`config.mk`:
```
export PLATFORM = sky130hd
export DESIGN_NAME = prog_fetch_unit
export DESIGN_NICKNAME = d
export VERILOG_FILES = /design/src/rtl/cpu_isa_pkg.sv /design/src/rtl/prog_mem.sv /design/src/rtl/prog_fetch_unit.sv
export SDC_FILE = /design/constraint.sdc
export NUM_CORES = 1
export LEC_CHECK = 0
export BUFFER_PORTS_ARGS = -buffer_cell sky130_fd_sc_hd__buf_2
export CORE_MARGIN = 3
export CORE_UTILIZATION = 35
export CTS_BUF_LIST = sky130_fd_sc_hd__clkbuf_4
export DETAILED_ROUTE_END_ITERATION = 6
export GPL_TIMING_DRIVEN = 0
export PLACE_DENSITY = 0.48
export SYNTH_ARGS = -nofsm -noshare
export SYNTH_HDL_FRONTEND = slang
export SYNTH_SLANG_ARGS = --single-unit
```
`constraint.sdc`:
```
create_clock -name clk -period 2.9 [get_ports clk]
set_input_delay 0.58 -clock clk [delete_from_list [all_inputs] [get_ports clk]]
set_output_delay 0.58 -clock clk [all_outputs]
set_load 0.01 [all_outputs]
```
`src/rtl/cpu_isa_pkg.sv`:
```
// Shared ISA definitions for the small register-transfer CPU.
// Holds the instruction field widths, funct codes, register encodings,
// the fetch sequencer state type and an instruction-packing helper.
package cpu_isa_pkg;

  localparam int FUNCT_W     = 5;
  localparam int REG_FIELD_W = 3;
  localparam int INSTR_W     = FUNCT_W + 2 * REG_FIELD_W;

  // Funct codes
  localparam logic [FUNCT_W-1:0] NULLS   = 5'h00;
  localparam logic [FUNCT_W-1:0] ONES    = 5'h01;
  localparam logic [FUNCT_W-1:0] NO_F    = 5'h02;
  localparam logic [FUNCT_W-1:0] NOT_F   = 5'h03;
  localparam logic [FUNCT_W-1:0] XOR_F   = 5'h04;
  localparam logic [FUNCT_W-1:0] XNOR_F  = 5'h05;
  localparam logic [FUNCT_W-1:0] INCR_F  = 5'h06;
  localparam logic [FUNCT_W-1:0] DECR_F  = 5'h07;
  localparam logic [FUNCT_W-1:0] COMPL_F = 5'h08;
  localparam logic [FUNCT_W-1:0] ADD_F   = 5'h09;
  localparam logic [FUNCT_W-1:0] SUBTR_F = 5'h0A;
  localparam logic [FUNCT_W-1:0] MOVE_F  = 5'h1A;

  // Register encodings
  localparam logic [REG_FIELD_W-1:0] R0 = 3'd0;
  localparam logic [REG_FIELD_W-1:0] R1 = 3'd1;
  localparam logic [REG_FIELD_W-1:0] R2 = 3'd2;
  localparam logic [REG_FIELD_W-1:0] R3 = 3'd3;
  localparam logic [REG_FIELD_W-1:0] R4 = 3'd4;
  localparam logic [REG_FIELD_W-1:0] R5 = 3'd5;
  localparam logic [REG_FIELD_W-1:0] R6 = 3'd6;
  localparam logic [REG_FIELD_W-1:0] R7 = 3'd7;

  typedef enum logic [1:0] {
    IDLE    = 2'd0,
    FETCH   = 2'd1,
    PRESENT = 2'd2
  } fetch_state_e;

  // Packs {funct, src, dst} into one instruction word.
  function automatic logic [INSTR_W-1:0] make_instr(
    input logic [FUNCT_W-1:0]     funct,
    input logic [REG_FIELD_W-1:0] src,
    input logic [REG_FIELD_W-1:0] dst
  );
    return {funct, src, dst};
  endfunction

endpackage

```
`src/rtl/prog_mem.sv`:
```
// Program memory: DEPTH x DATA_W single-port RAM, synchronous read.
// Ports:
//   clk_i    clock
//   rst_i    async active-high reset (clears the read register only)
//   we_i     write strobe
//   re_i     read strobe; read register holds its value when low
//   addr_i   shared read/write address
//   wdata_i  write data
//   rdata_o  registered read data, one cycle after re_i
module prog_mem #(
  parameter int    ADDR_W    = 4,
  parameter int    DATA_W    = 11,
  parameter string INIT_FILE = ""
) (
  input  logic              clk_i,
  input  logic              rst_i,
  input  logic              we_i,
  input  logic              re_i,
  input  logic [ADDR_W-1:0] addr_i,
  input  logic [DATA_W-1:0] wdata_i,
  output logic [DATA_W-1:0] rdata_o
);

  localparam int DEPTH = 2 ** ADDR_W;

  logic [DATA_W-1:0] mem_q [DEPTH];
  logic [DATA_W-1:0] rdata_q;

  // Array is not reset so it maps onto block RAM; contents survive rst.
  always_ff @(posedge clk_i) begin
    if (we_i) begin
      mem_q[addr_i] <= wdata_i;
    end
  end

  always_ff @(posedge clk_i or posedge rst_i) begin
    if (rst_i) begin
      rdata_q <= '0;
    end else if (re_i) begin
      rdata_q <= mem_q[addr_i];
    end
  end

  assign rdata_o = rdata_q;

endmodule

```
`src/rtl/prog_fetch_unit.sv`:
```
// Loadable program memory with PC and fetch sequencer.
// Loads instructions while idle, then fetches from address 0 on start and
// presents each word to the decoder over a valid/ready handshake.
// Ports:
//   clk, rst               clock, async active-high reset
//   load_en/addr/data      program write port (IDLE only)
//   start                  begin at address 0 (IDLE only, loses to load_en)
//   halt_req               abort execution, return to IDLE
//   jump_en/jump_addr      redirect, taken only on accept
//   instr_ready            decoder accepts the presented instruction
//   instr_valid/data/pc    presented instruction and its address
//   pc                     program counter
//   busy                   sequencer not idle
//   done                   one-cycle end-of-program pulse (WRAP=0)
module prog_fetch_unit
  import cpu_isa_pkg::*;
#(
  parameter int    ADDR_W    = 4,
  parameter int    DATA_W    = 11,
  parameter int    WRAP      = 1,
  parameter string INIT_FILE = ""
) (
  input  logic              clk,
  input  logic              rst,
  input  logic              load_en,
  input  logic [ADDR_W-1:0] load_addr,
  input  logic [DATA_W-1:0] load_data,
  input  logic              start,
  input  logic              halt_req,
  input  logic              jump_en,
  input  logic [ADDR_W-1:0] jump_addr,
  input  logic              instr_ready,
  output logic              instr_valid,
  output logic [DATA_W-1:0] instr_data,
  output logic [ADDR_W-1:0] instr_pc,
  output logic [ADDR_W-1:0] pc,
  output logic              busy,
  output logic              done
);

  localparam logic [ADDR_W-1:0] PC_LAST = '1;

  fetch_state_e      state_q, state_d;
  logic [ADDR_W-1:0] pc_q, pc_d;
  logic [ADDR_W-1:0] instr_pc_q, instr_pc_d;
  logic              done_q, done_d;
  logic              mem_we, mem_re;
  logic [ADDR_W-1:0] mem_addr;

  // The only writes happen in IDLE, so the port is steered to the load
  // address there and to the PC everywhere else.
  assign mem_addr = (state_q == IDLE) ? load_addr : pc_q;

  prog_mem #(
    .ADDR_W   (ADDR_W),
    .DATA_W   (DATA_W),
    .INIT_FILE(INIT_FILE)
  ) u_mem (
    .clk_i  (clk),
    .rst_i  (rst),
    .we_i   (mem_we),
    .re_i   (mem_re),
    .addr_i (mem_addr),
    .wdata_i(load_data),
    .rdata_o(instr_data)
  );

  always_ff @(posedge clk or posedge rst) begin
    if (rst) begin
      state_q    <= IDLE;
      pc_q       <= '0;
      instr_pc_q <= '0;
      done_q     <= 1'b0;
    end else begin
      state_q    <= state_d;
      pc_q       <= pc_d;
      instr_pc_q <= instr_pc_d;
      done_q     <= done_d;
    end
  end

  always_comb begin
    state_d    = state_q;
    pc_d       = pc_q;
    instr_pc_d = instr_pc_q;
    done_d     = 1'b0;
    mem_we     = 1'b0;
    mem_re     = 1'b0;
    unique case (state_q)
      IDLE: begin
        if (load_en) begin
          mem_we = 1'b1;
        end else if (start) begin
          pc_d    = '0;
          state_d = FETCH;
        end
      end
      FETCH: begin
        if (halt_req) begin
          state_d = IDLE;
        end else begin
          // Read register and instr_pc load together, so data and address
          // stay paired and frozen for the whole PRESENT phase.
          mem_re     = 1'b1;
          instr_pc_d = pc_q;
          state_d    = PRESENT;
        end
      end
      PRESENT: begin
        if (halt_req) begin
          state_d = IDLE;
        end else if (instr_ready) begin
          if (jump_en) begin
            pc_d    = jump_addr;
            state_d = FETCH;
          end else if (pc_q == PC_LAST) begin
            pc_d = '0;
            if (WRAP != 0) begin
              state_d = FETCH;
            end else begin
              done_d  = 1'b1;
              state_d = IDLE;
            end
          end else begin
            pc_d    = pc_q + ADDR_W'(1);
            state_d = FETCH;
          end
        end
      end
      default: state_d = IDLE;
    endcase
  end

  assign instr_valid = (state_q == PRESENT);
  assign instr_pc    = instr_pc_q;
  assign pc          = pc_q;
  assign busy        = (state_q != IDLE);
  assign done        = done_q;

endmodule

```
**Word-level counts from Yosys, hierarchy flattened**

Memory sizes are Yosys's and may differ from the RTL's. A register that Yosys moved wholly into a read port is not among the register bits.
Index checks and enable logic that the tools add are counted.

- Add/sub/neg operators: 1
- Eq/ne operators: 8
- Mux-type cells: 20
- Bitwise logic cells: 1
- Reductions and logical operators: 6

Operators with widths:

| operator | number |
|---|---|
| 4-bit 2-to-1 mux | 7 |
| 2-bit 2-to-1 mux | 5 |
| 2-bit inequality test, second input constant | 4 |
| 4-bit case mux with 2 select lines | 1 |
| 1-bit 2-to-1 mux | 6 |
| 2-bit case mux with 3 select lines | 1 |
| 5-bit AND reduction | 1 |
| 4-bit by 1-bit adder with 4-bit output, second input constant | 1 |
| 4-bit equality test, second input constant | 1 |
| 2-bit nonzero test | 2 |
| 3-bit inequality test, second input constant | 1 |
| 3-bit AND reduction | 1 |
| 2-bit by 1-bit equality test with 1-bit output, second input constant | 1 |
| 2-bit equality test, second input constant | 1 |
| 2-bit logical NOT | 1 |
| 2-bit AND reduction | 1 |
| 1-bit inverter | 1 |

- Register bits after elaboration: 10
- Memory bits (writable): 176
- Input port bits: 26
- Output and inout port bits: 22
- Logic and storage cells: 40
- Memories: 1

Memories:

| name | depth | bits a word | read ports | clocked after Yosys merged registers in | wr ports | line | RTL |
|---|---|---|---|---|---|---|---|
| u_mem.mem_q | 16 | 11 | 1 | 1 | 1 | prog_mem.sv:26 | `logic [DATA_W-1:0] mem_q [DEPTH];` |

**Depth between registers and ports, before layout**

Gate-level depths: netlist of the first run.

- Depth in word-level cells: 6
- Gate-level depth with buffers: 9
- Mapped depth without buffers: 7

**Modules after synthesis**

From an unflattened synthesis of the first run, not the netlist that was laid out.

- Cells, all modules: 458
- Area, all modules: 7870.0 um^2

By module, submodules not included:

| module | times used | cells each | area each (um^2) | seq. area each (um^2) |
|---|---|---|---|---|
| prog_mem | 1 | 400 | 7304.5 | 5560.3 |
| prog_fetch_unit | 1 | 58 | 565.5 | 250.2 |

**Worst setup path after synthesis of the first run**

Ideal clock, no wire load.

- Kind: input-to-reg
- From: in load_addr[1]
- To: mem u_mem.mem_q[0][0] (enable)
- Library setup time: 378 ps
- Data arrival time: 2067 ps
- Data required time: 2522 ps
- Slack: 455 ps
- Cell stages on the path: 5
- Path buffers: 1
- Path through: or4_4 > o31ai_4 > buf_6 > nand3_1 > nor2_1

- Word-level cells in the longest chain between the ends: 1

Ends and longest elaborated chain:

| item | line | RTL |
|---|---|---|
| start, declared | prog_fetch_unit.sv:26 | `input logic [ADDR_W-1:0] load_addr,` |
| 4-bit 2-to-1 mux | prog_fetch_unit.sv:52 | `assign mem_addr = (state_q == IDLE) ? load_addr : pc_q;` |
| end, declared | prog_mem.sv:26 |  |

No other way between the ends.

**Worst setup path in the final report of the first run**

- From: reg state_q[0]
- To: mem u_mem.mem_q[1][0] (enable)

- Word-level cells in the longest chain between the ends: 4
- Elaborated cells between the ends (all ways): 5
- Those cells by class: mux: 4; reduce/logical: 1

Ends and longest elaborated chain:

| item | line | RTL |
|---|---|---|
| start, declared | prog_fetch_unit.sv:43 | `fetch_state_e state_q, state_d;` |
| start signal, assigned | prog_fetch_unit.sv:75 | `state_q <= state_d;` |
| 2-bit logical NOT * | prog_fetch_unit.sv:52, prog_fetch_unit.sv:89 |  |
| 1-bit 2-to-1 mux | prog_fetch_unit.sv:89 | `unique case (state_q)` |
| 1-bit 2-to-1 mux | prog_mem.sv:31 | `if (we_i) begin` |
| 1-bit 2-to-1 mux (implied by the code) | prog_mem.sv:32 | `mem_q[addr_i] <= wdata_i;` |

Every way passes the cells marked *; elsewhere a longest branch is shown, timed or not.

==> flow_summary_export.csv, run 1 <==
group,metric,value,unit
power,internal-power,3.815,mW
power,leakage,2.802,nW
final_layout,drive_gt1_share,26.22,%
timing,drv_slew,0,
synthesis,yosysUniqueCellTypes,37,
synthesis,syn_inst,471,
worst_setup_path,worstSetupPathType,"flip-flop to flip-flop",
timing,slew_headroom,44.01,%
worst_setup_path,cp-start-kind,"flip-flop",
worst_setup_path,critPathLaunch,"state_q[0]",
routing,dr.pass1.iters,5,
timing,holdWs,0.1343,ns
power,peakVddDrop,0.3181,mV
cts,clock-sinks,197,
routing,totalWireLength,20630,µm
worst_setup_path,cp_max_fo,11,
power,p_sw,1.486,mW
floorplanning,die_h,153.8,µm
floorplanning,coreArea,21220,µm²
global_route,track_usage,17.53,%
synthesis,synth_compound_area_share,14.88,%
worst_setup_path,crit_required,3.11,ns
routing,drc_errors,0,
worst_setup_path,cp-end-kind,"flip-flop",
routing,wl_per_cell,24.89,µm
worst_setup_path,crit-reg2reg-launch,"state_q[0]",
synthesis,ys_ff_latch,197,
global_route,antenna_found_initial,1,
final_layout,stdcell_count,829,
timing,setup_tns,0,ns
cts,h-tree-depth,4,
power,clockPowerShare,24.2,%
final_layout,layout_common_cells,"edfxtp_1, a22oi_1, a21oi_1",
floorplanning,io_pins,48,
timing,tightest_slew,0.8389,ns
power,swShare,28.03,%
synthesis,synthArstFlopShare,10.66,%
final_layout,fill_cells,1971,
global_route,gr-total-overflow,0,
synthesis,syn_area,7645,µm²
cts,cts_root_buffer,"clkbuf_4",
final_layout,ff_latch_area,5811,µm²
final_layout,multi_input_area,1695,µm²
timing,post-route-period-util,98.98,%
final_layout,final_util,40.76,%
timing,final.setup_skew,0.01319,ns
synthesis,synthFlopType,"edfxtp_1",
timing,final_hold_viol_count,0,
floorplanning,fp-row-count,53,
synthesis,muxShareOfSynthArea,0.9002,%
place,io_buffers,45,
final_layout,final_area,8650,µm²
place,placed_cell_area,8214,µm²
routing,drt_iter0_markers,611,
global_route,grt_pass1_vias,4472,
cts,insertion_delay,0.57,ns
routing,ant_nets,0,
synthesis,synth_warnings,0,
timing,rsz0062_at_grt,"true",
global_route,grt_max_degree,22,
power,seqPwrFrac,61.3,%
place,hpwl,13580,µm
cts,cts_buffers,17,
place,place_inst,791,
synthesis,yosysSeqAreaShare,76.01,%
cts,cts-hold-fix-buffers,0,
power,power-per-cell-area,612.8,nW/µm²
status,status,"finished clean",
floorplanning,die_w,153.8,µm
timing,final.min_clock_period,2.870,ns
power,p_comb_share,14.5,%
floorplanning,initial_core_util,36.03,%
floorplanning,die_area,23650,µm²
synthesis,synth_edf_count,176,
final_layout,final_common_cell,"edfxtp_1",
timing,finalSetupViolations,0,
cts,cts_tree,"yes",
final_layout,synthToLayoutAreaGrowth,13.14,%
timing,max_clock_freq,348.4,MHz
worst_setup_path,crit_arrival,3.08,ns
routing,vias,4538,
synthesis,synth.avg_cell_area,16.23,µm²
worst_hold_path,hold_path_class,"input port to asynchronous set/reset pin",
synthesis,synth-xor-area-share,0,%
synthesis,synth_fa_ha_area_share,0.1637,%
routing,avgViaCountPerCell,5.474,
place,gp_congestion,0.8520,
global_route,grt_pass1_wl,29990,µm
synthesis,syn_nets,498,
synthesis,synth_simple_gate_area_share,4.812,%
flow_run,drv_cap,0,
cts,cts_buffer_depth,2,
synthesis,synth_top_family_by_area,"compound AO/OA/AOI/OAI gates",
final_layout,nNetsFinal,567,
cts,clkTransAtPathRegs,0.15,ns
## flip-flops by register name, summed over array words and instances, names as in the netlist
register and flops:
u_mem.mem_q 176, pc 4, instr_pc 4, state_q 2, u_mem.rdata_o 11
## logic make-up (layout without fill, tap and decap cells)
group / Yosys count / after routing
AOI/OAI and AO/OA: 163 / 163
DFF: 197 / 197
muxes: 6 / 6
other: 1 / 2
and+or+nand+nor: 70 / 70
adders and majority gates: 1 / 1
buffers and inverters: 33 / 115
## final timing paths
path | end | slack, ns | cells after the start
setup / recovery | u_mem.mem_q[1][0] | 0.03 | 5
hold / removal | pc[3] | 0.13 | 2
setup reg to reg | u_mem.mem_q[1][0] | 0.03 | 5
hold reg to reg | instr_pc[1] | 0.52 | 1
max in group asynchronous | u_mem.rdata_o[5] | 2.27 | 2
min in group clk | state_q[1] | 0.20 | 2
## metal layers
layer | part of all wire [%] | global-route usage [%]
met4 | 1.8 | 5.046
met5 | 0 | 0
met3 | 5.1 | 3.574
met1 | 44 | 24.55
met2 | 49 | 27.95
## layout make-up
class,count,area share (%)
clock buffers,18,1.562
well taps,275,3.978
plain buffers,27,2.560
inverters,6,0.2604
diodes,1,0.02893
repair buffers,50,3.616
multi-input cells,241,19.60
clock inverters,14,1.215
flip-flops and latches,197,67.18
## stage by stage
stage / worst slack [ns] / total power, mW
2_1_floorplan: 0.4551 / 3.716
3_3_place_gp: -0.4610 / 4.045
3_5_place_dp: -0.4910 / 4.058
4_1_cts: -0.1867 / 5.326
5_1_grt: -0.07942 / 5.540
6_report: 0.02956 / 5.301
## what timing repair did
item / CTS / global route
pin swaps: 0 / 4
gates resized for setup: 20 / 7
endpoints found under the setup margin: 176 / 133
setup buffers: 0 / 5
## critical path, cell delays in order, from the launching register on
cell and delay [ns]:
dfrtp_1 0.51, or4b_4 0.59, o21ai_4 0.18, buf_4 0.30, nand3_1 0.23, nor2_2 0.71
## cell usage after synthesis (2+ instances only)
cell type,count,share of area (%)
buf_8,2,0.39
buf_2,9,0.59
nor2_1,33,1.6
inv_1,6,0.29
nand2_1,6,0.29
o21ai_4,2,0.43
nand2b_1,2,0.16
a31oi_4,3,0.83
dfrtp_1,21,6.9
nor3_1,3,0.20
edfxtp_1,176,69
clkbuf_1,3,0.15
buf_4,3,0.29
buf_6,10,1.5
nor4_1,11,0.90
o21ai_0,6,0.39
a22oi_1,89,8.7
or4b_4,2,0.36
mux2_2,4,0.59
nand3_1,4,0.26
a21oi_1,60,3.9
## power by group through the flow
stage	clock, mW	sequential [mW]	combinational [mW]
global placement	0	3.31	0.735
finish	1.28	3.25	0.769
CTS	1.32	3.25	0.759
floorplan	0	3.33	0.384
global route	1.45	3.26	0.831
detailed placement	0	3.31	0.744
No activity file was read; power rests on OpenSTA's default activity.
==> run 2, diff against run 1 <==
--- a/config.mk
+++ b/config.mk
@@ -6,7 +6,6 @@
 export NUM_CORES = 1
 export LEC_CHECK = 0
 export BUFFER_PORTS_ARGS = -buffer_cell sky130_fd_sc_hd__buf_2
-export CORE_MARGIN = 3
 export CORE_UTILIZATION = 35
 export CTS_BUF_LIST = sky130_fd_sc_hd__clkbuf_4
 export DETAILED_ROUTE_END_ITERATION = 6
==> flow_summary_export.csv, run 2 (synthesis results as in run 1) <==
group,metric,value,unit
cts,insertion_delay,0.60,ns
global_route,grt_pass1_wl,30440,µm
timing,slew_headroom,43.01,%
routing,drt_iter0_markers,468,
final_layout,stdcell_count,829,
worst_setup_path,worstSetupPathType,"flip-flop to flip-flop",
place,place_ws,-0.4780,ns
final_layout,synthToLayoutAreaGrowth,13.75,%
cts,h-tree-depth,4,
routing,drc_errors,0,
power,peakVddDrop,0.2524,mV
worst_setup_path,path_cells,"or4b_4 -> o21ai_4 -> buf_4 -> nand3_1 -> nor2_2",
worst_setup_path,path_buf_inv,1,
final_layout,regMostFlops,"u_mem.mem_q",
cts,clkTransAtPathRegs,0.15,ns
global_route,gr-total-overflow,0,
global_route,grt_max_degree,22,
place,place_inst,791,
routing,vias,4580,
routing,dr.pass1.iters,5,
worst_hold_path,hold_path_class,"input port to asynchronous set/reset pin",
timing,max_clock_freq,348.1,MHz
power,p_comb_share,14.4,%
floorplanning,die_w,149.8,µm
global_route,grt_pass1_vias,4473,
floorplanning,die_area,22440,µm²
worst_setup_path,cp-start-kind,"flip-flop",
worst_setup_path,r2r_slack,0.03,ns
cts,cts_buffers,17,
place,hpwl,13450,µm
worst_setup_path,cp_max_fo,11,
cts,cts_tree,"yes",
global_route,antenna_found_initial,0,
worst_setup_path,crit_required,3.13,ns
timing,drv_slew,0,
timing,final.min_clock_period,2.872,ns
power,power-per-cell-area,618.1,nW/µm²
worst_setup_path,crit-reg2reg-launch,"state_q[0]",
status,status,"finished clean",
routing,wl_per_cell,25.08,µm
final_layout,antenna_cells,0,
timing,worst_slack,0.02760,ns
cts,cts_root_buffer,"clkbuf_4",
place,io_buffers,45,
power,swShare,28.77,%
power,seqPwrFrac,60.4,%
flow_run,drv_cap,0,
global_route,track_usage,19.55,%
cts,cts-hold-fix-buffers,0,
worst_setup_path,crit_arrival,3.10,ns
power,internal-power,3.829,mW
timing,rsz0062_at_grt,"true",
floorplanning,coreArea,21220,µm²
place,gp_congestion,0.8044,
timing,final_hold_viol_count,0,
routing,avgViaCountPerCell,5.525,
place,placed_cell_area,8214,µm²
final_layout,nNetsFinal,568,
timing,setup_tns,0,ns
cts,clock-sinks,197,
final_layout,drive_gt1_share,26.53,%
final_layout,layout_common_cells,"edfxtp_1, a22oi_1, a21oi_1",
final_layout,final_area,8696,µm²
floorplanning,fp-row-count,53,
timing,holdWs,0.1219,ns
cts,cts_buffer_depth,2,
timing,finalSetupViolations,0,
routing,ant_nets,0,
worst_setup_path,crit_path_top_delay_cell,"nor2_2",
worst_setup_path,r2r.worst_path.cells,5,
power,p_sw,1.546,mW
worst_setup_path,cp-end-kind,"flip-flop",
final_layout,largest_reg_flops,176,
floorplanning,die_h,149.8,µm
timing,post-route-period-util,99.05,%
final_layout,final_common_cell,"edfxtp_1",
worst_setup_path,path_delay_family,"simple AND/OR/NAND/NOR gates",
worst_setup_path,slowest_delay,0.71,ns
worst_setup_path,r2r-end,"u_mem.mem_q[13][1]",
timing,tightest_slew,0.8539,ns
timing,final.setup_skew,0.02904,ns
routing,totalWireLength,20790,µm
floorplanning,io_pins,48,
power,leakage,2.815,nW
floorplanning,initial_core_util,36.03,%
power,clockPowerShare,25.2,%
## run 2: cell types whose count changed in the layout (fill, tap and decap cells not counted)
cell	previous run	this run
clkinv_1	2	0
diode_2	1	0
buf_4	4	5
nor2_2	11	6
nor4_1	6	7
clkinvlp_4	1	2
nor2_4	6	11
inv_8	2	0
clkinv_4	4	5
nor4_2	5	4
clkinvlp_2	1	0
inv_6	2	3
clkinv_8	0	2
## run 2: routing by layer
metal | wire (µm) | share of wire (%) | vias up | GRT usage, %
met2 | 10310 | 50 | 165 | 32.48
met3 | 1045 | 5.0 | 28 | 2.927
met5 | 0 | 0 | - | 0
met1 | 9064 | 44 | 2365 | 26.68
met4 | 376 | 1.8 | 0 | 5.303
li1 | - | - | 2022 | -
## run 2: how the worst max path moves through the flow
stage,depth (start not counted),from,end,slack (ns)
finish,5,state_q[0],u_mem.mem_q[13][1],0.03
global route,5,state_q[0],u_mem.mem_q[13][8],-0.12
CTS,5,state_q[0],u_mem.mem_q[13][8],0.02
detailed placement,6,load_addr[1],u_mem.mem_q[13][2],-0.48
global placement,5,state_q[0],u_mem.mem_q[11][4],-0.43
floorplan,5,load_addr[1],u_mem.mem_q[0][0],0.46
## run 2: final cells by class
type                    instances  area [µm²]
plain buffers                  27       221.5
clock buffers                  18       135.1
clock inverters                14       127.6
fillers                      1999       12520
inverters                       6       22.52
multi-input cells             241        1714
flip-flops and latches        197        5811
well taps                     275       344.1
repair buffers                 51       320.3
## run 2: stage by stage
step / util (%) / power (mW)
floorplan: - / 3.716
global placement: 38.71 / 4.047
detailed placement: 38.71 / 4.057
CTS: 40.27 / 5.393
global route: 40.98 / 5.593
finish: 40.98 / 5.375
## run 2: power by group through the flow
stage | registers, mW | clock network (mW) | logic, mW
floorplan | 3.33 | 0 | 0.384
global placement | 3.31 | 0 | 0.739
detailed placement | 3.31 | 0 | 0.744
CTS | 3.25 | 1.38 | 0.760
global route | 3.26 | 1.50 | 0.835
finish | 3.25 | 1.35 | 0.774
## run 2: repair_timing
item / 4_1_cts / 5_1_grt
resized for setup: 21 / 10
endpoints found under the setup margin: 176 / 89
cloned: 0 / 0
setup buffers: 0 / 6
pin swaps: 0 / 3
